$ cat config.mk
export PLATFORM = sky130hd
export DESIGN_NAME = mem_arbiter
export DESIGN_NICKNAME = d
export VERILOG_FILES = /design/src/rtl/mem_arbiter.sv
export SDC_FILE = /design/constraint.sdc
export NUM_CORES = 1
export LEC_CHECK = 0
export BUFFER_PORTS_ARGS = -buffer_cell sky130_fd_sc_hd__buf_4
export CAP_MARGIN = 0
export CORE_MARGIN = 2
export CORE_UTILIZATION = 32
export CTS_CLUSTER_SIZE = 20
export DETAILED_ROUTE_END_ITERATION = 16
export PLACE_DENSITY_LB_ADDON = 0.2
export SYNTH_ARGS = -nofsm -noshare
export SYNTH_HDL_FRONTEND = slang
export SYNTH_SLANG_ARGS = --single-unit
export TNS_END_PERCENT = 5
$ cat constraint.sdc
create_clock -name clk -period 2.9 [get_ports clk]
set_clock_uncertainty 0.2 [all_clocks]
set_input_delay 0 -clock clk [delete_from_list [all_inputs] [get_ports clk]]
set_output_delay 0 -clock clk [all_outputs]
set_load 0.01 [all_outputs]
$ cat src/rtl/mem_arbiter.sv
// Two-requester arbiter (fetch / load-store) for the single memory port of the multi-cycle RV32 core.
// Define MEM_ARBITER_ROUND_ROBIN_EN for round-robin arbitration; default is fixed data-over-fetch priority.
module mem_arbiter #(
    parameter int ADDR_W = 32,
    parameter int DATA_W = 32
) (
    input  logic                  clk,
    input  logic                  arstn,
    input  logic                  i_if_req,
    input  logic [ADDR_W-1:0]     i_if_addr,
    output logic                  o_if_ack,
    output logic [DATA_W-1:0]     o_if_rdata,
    input  logic                  i_dm_req,
    input  logic                  i_dm_we,
    input  logic [ADDR_W-1:0]     i_dm_addr,
    input  logic [DATA_W-1:0]     i_dm_wdata,
    input  logic [DATA_W/8-1:0]   i_dm_be,
    output logic                  o_dm_ack,
    output logic [DATA_W-1:0]     o_dm_rdata,
    output logic                  o_mem_req,
    output logic                  o_mem_we,
    output logic [ADDR_W-1:0]     o_mem_addr,
    output logic [DATA_W-1:0]     o_mem_wdata,
    output logic [DATA_W/8-1:0]   o_mem_be,
    input  logic                  i_mem_ready,
    input  logic                  i_mem_rvalid,
    input  logic [DATA_W-1:0]     i_mem_rdata,
    output logic                  o_busy
);
    localparam int BE_W = DATA_W / 8;

    localparam logic [1:0] S_IDLE = 2'd0;
    localparam logic [1:0] S_REQ  = 2'd1;
    localparam logic [1:0] S_WAIT = 2'd2;
    localparam logic [1:0] S_RESP = 2'd3;

    typedef struct packed {
        logic              owner_dm;
        logic              we;
        logic [ADDR_W-1:0] addr;
        logic [DATA_W-1:0] wdata;
        logic [BE_W-1:0]   be;
    } req_t;

    logic [1:0]        state;
    req_t              cur;
    req_t              win;
    logic              grant_dm;
    logic              any_req;
    logic [DATA_W-1:0] if_rdata_q;
    logic [DATA_W-1:0] dm_rdata_q;

    assign any_req = i_if_req | i_dm_req;

`ifdef MEM_ARBITER_ROUND_ROBIN_EN
    // last_dm=0 means fetch was granted last, so data wins the first contest after reset
    logic last_dm;

    always_comb begin
        grant_dm = i_dm_req & (~i_if_req | ~last_dm);
    end

    always_ff @(posedge clk or negedge arstn) begin
        if (!arstn)
            last_dm <= 1'b0;
        else if (state == S_IDLE && any_req)
            last_dm <= grant_dm;
    end
`else
    always_comb begin
        grant_dm = i_dm_req;
    end
`endif

    // Fetches are always full-word reads
    always_comb begin
        win.owner_dm = grant_dm;
        win.we       = grant_dm ? i_dm_we    : 1'b0;
        win.addr     = grant_dm ? i_dm_addr  : i_if_addr;
        win.wdata    = grant_dm ? i_dm_wdata : '0;
        win.be       = grant_dm ? i_dm_be    : '1;
    end

    always_ff @(posedge clk or negedge arstn) begin
        if (!arstn) begin
            state      <= S_IDLE;
            cur        <= '0;
            if_rdata_q <= '0;
            dm_rdata_q <= '0;
        end else begin
            case (state)
                S_IDLE: begin
                    if (any_req) begin
                        cur   <= win;
                        state <= S_REQ;
                    end
                end
                S_REQ: begin
                    if (i_mem_ready)
                        state <= S_WAIT;
                end
                S_WAIT: begin
                    if (i_mem_rvalid) begin
                        if (cur.owner_dm)
                            dm_rdata_q <= i_mem_rdata;
                        else
                            if_rdata_q <= i_mem_rdata;
                        state <= S_RESP;
                    end
                end
                default: state <= S_IDLE;
            endcase
        end
    end

    // Memory outputs are zero outside REQ so the port looks idle during reset and waits
    always_comb begin
        o_mem_req   = (state == S_REQ);
        o_mem_we    = o_mem_req & cur.we;
        o_mem_addr  = o_mem_req ? cur.addr  : '0;
        o_mem_wdata = o_mem_req ? cur.wdata : '0;
        o_mem_be    = o_mem_req ? cur.be    : '0;
        o_if_ack    = (state == S_RESP) & ~cur.owner_dm;
        o_dm_ack    = (state == S_RESP) &  cur.owner_dm;
        o_if_rdata  = if_rdata_q;
        o_dm_rdata  = dm_rdata_q;
        o_busy      = (state != S_IDLE);
    end
endmodule

==> impl_metrics.py <==
metrics = {
    "detailed_routing": {
        "via_count": 5641,
        "viasPerCell": 4.60,
        "wl_met3_um": 1440,
        "ant_nets": 0,
        "drtIter0Drc": 234,
        "avgRoutedWirePerCell_um": 15.2,
        "drtPass1Iterations": 5,
        "wl_met2_um": 9220,
        "drc_errors": 0,
        "routed_wl_um": 18600,
        "drt-met1-wl_um": 7530,
        "top_layer": "met4",
    },
    "grt": {
        "grt_max_degree": 67,
        "grt_pass1_vias": 6195,
        "gr-total-overflow": 0,
        "grt_pass1_wl_um": 30200,
        "antenna_found_initial": 1,
        "grt.total_usage": 0.193,
    },
    "setup_path": {
        "r2r_cells": 7,
        "slowest_stage": "dlygate4sd3_1",
        "end_kind": "register",
        "cpPeakStageDelay_ps": 600,
        "r2r-start": "state[0]",
        "rr_endpoint": "cur[33]",
        "worstPathCellList": "inv_1 > ha_1 > buf_6 > nand3_1 > dlygate4sd3_1 > nand2_1 > dlygate4sd3_1",
        "rrSetupSlack_ps": 160,
        "crit_top_cell": "dlygate4sd3_1",
        "cp_max_fo": 34,
        "worstPathArrival_ps": 2890,
        "required_ps": 3050,
        "startpoint_type": "register",
        "path_class": "reg -> reg",
    },
    "synth": {
        "synth-seq-area-share": 0.571,
        "synth_top_area_share": 0.571,
        "syn_avg_cell_area_um2": 11.1,
        "syn_nets": 679,
        "synth_commonest_cells": "dfrtp_1 (136), nand2_1 (105), and2_1 (70)",
        "yosys.area.top_type": "dfrtp_1",
        "synth_cell_types": 19,
        "yosysMostFrequentCell": "dfrtp_1",
        "synth_area_leaders": "dfrtp_1 (57%), mux2_2 (12%), and2_1 (7.4%)",
        "netlist_area_um2": 5960,
        "synth-main-ff-cell": "dfrtp_1",
        "async_flop_share": 1.00,
        "netlist_instances": 535,
        "ys_seq_elements": 136,
        "synth_edf_count": 0,
        "ys_warn_count": 0,
    },
    "sta": {
        "relSlewSlack": 0.273,
        "setup_ws_ps": 159,
        "tns_ps": 0,
        "maxSlewViolCount": 0,
        "holdWs_ps": 24.4,
        "worstMarginPinSlew_ps": 1090,
        "rsz0062_at_grt": "false",
        "fmax_mhz": 365,
        "hold_viol": 0,
        "finalCriticalPeriod_ps": 2740,
        "finalCritPeriodShare": 0.945,
        "setup_violations": 0,
    },
    "final_layout": {
        "syn_to_final_growth_pct": 79.6,
        "drive_above_1_share": 0.383,
        "final_area_um2": 10700,
        "final_core_util": 0.591,
        "nNetsFinal": 1128,
        "stdcell_count": 1227,
    },
    "place": {
        "placed_area_um2": 8250,
        "place_congestion": 0.770,
        "dp_cells": 1011,
        "dp_hpwl_um": 11700,
        "dpl_worst_slack_ps": 496,
        "portBuffers": 275,
    },
    "power": {
        "p_leak_nw": 5.35,
        "fin_total_pwr_mw": 9.58,
        "power_density_nw_per_um2": 896,
        "ir_worst_vdd_mv": 0.395,
    },
    "clock_tree": {
        "clk_latency_ps": 410,
        "cts_sinks": 136,
        "cts_tree": "done",
        "clock_path_buffers": 2,
        "cts-root-buf": "clkbuf_16",
        "h-tree-depth": 4,
        "cts_buffers": 17,
        "clkSlewWorstSetupHoldPaths_ps": 70,
    },
    "die": {
        "placementRows": 49,
        "initial_core_util": 0.329,
        "dieArea_um2": 19700,
        "io_pins": 276,
        "dieHeight_um": 140,
        "core-area_um2": 18100,
        "die_w_um": 140,
    },
    "hold_path": {
        "hold_path_class": "in -> reg",
        "hold_end": "cur[39]",
        "hold-path-cell-count": 4,
        "min-delay-start": "i_if_req",
    },
    "run": {
        "maxCapViolations": 0,
    },
    "status": {
        "status": "finished clean",
    },
}
## cells in the final DEF, fill, tap and decap left out, drive strengths merged
| cell | n |
|---|---|
| buf | 284 |
| diode | 1 |
| ha | 5 |
| clkinv | 4 |
| nor2 | 1 |
| inv | 8 |
| a222oi | 1 |
| nand3 | 34 |
| clkinvlp | 4 |
| o21ai | 37 |
| mux2i | 33 |
| nand3b | 1 |
| nor2b | 5 |
| o21bai | 1 |
| dlygate4sd3 | 182 |
| and2 | 70 |
| bufinv | 2 |
| clkbuf | 19 |
| dfrtp | 136 |
| mux2 | 65 |
| nand2 | 105 |
## report_power, final
group	switching, mW	internal, mW	leakage, nW
logic	1.84	2.30	3.41
registers	0.470	2.81	1.67
clock network	0.860	1.30	0.278
## worst max-delay path, delay by kind of cell (launching register included)
family | cells | cell delay (ps)
buffers and inverters | 4 | 1570
and+or+nand+nor | 2 | 220
DFF | 1 | 400
adders and majority gates | 1 | 270
## how the worst max path moves through the flow
stage               startpoint  slack (ps)  cells after the start             to
global route          state[0]          30                      7        cur[32]
finish                state[0]         160                      7        cur[33]
floorplan             state[0]        1040                      5       state[1]
detailed placement    state[0]         500                      5  o_if_rdata[2]
global placement      state[0]         590                      5  o_if_rdata[8]
CTS                   state[0]         150                      7        cur[27]
## layer usage
| metal | vias up | GRT usage |
|---|---|---|
| met3 | 37 | 0.0643 |
| met4 | 0 | 0.0781 |
| met2 | 235 | 0.340 |
| met5 | - | 0 |
| met1 | 2695 | 0.214 |
| li1 | 2674 | - |
## state kept, by name, indices dropped and copies added (netlist names)
name / count
cur: 70
o_dm_rdata: 32
o_if_rdata: 32
state: 2
## final cells by class
type,instances,area [um^2]
Clock buffer,19,443
Inverter,5,18.8
Clock inverter,13,146
Sequential cell,136,3400
Multi-Input combinational cell,358,2390
Fill cell,1470,7390
Tap cell,229,287
Antenna cell,1,2.50
Timing Repair Buffer,466,4010
## timing repair
item,4_1_cts,5_1_grt
hold endpoints to repair,272,0
setup buffers,0,0
endpoints found under the setup margin,0,7
hold buffers,183,0
resized for setup,0,1
## kinds of logic (layout without fill, tap and decap cells)
kind of cell | after synthesis | in the layout | synth area share
compound gates | 39 | 39 | 0.0347
fa+ha+maj | 5 | 5 | 0.0105
buf+inv | 41 | 503 | 0.0298
flops | 136 | 136 | 0.571
mux | 98 | 98 | 0.178
other cells | 0 | 1 | 0
simple gates | 216 | 216 | 0.175
No activity file was read; power rests on OpenSTA's default activity.
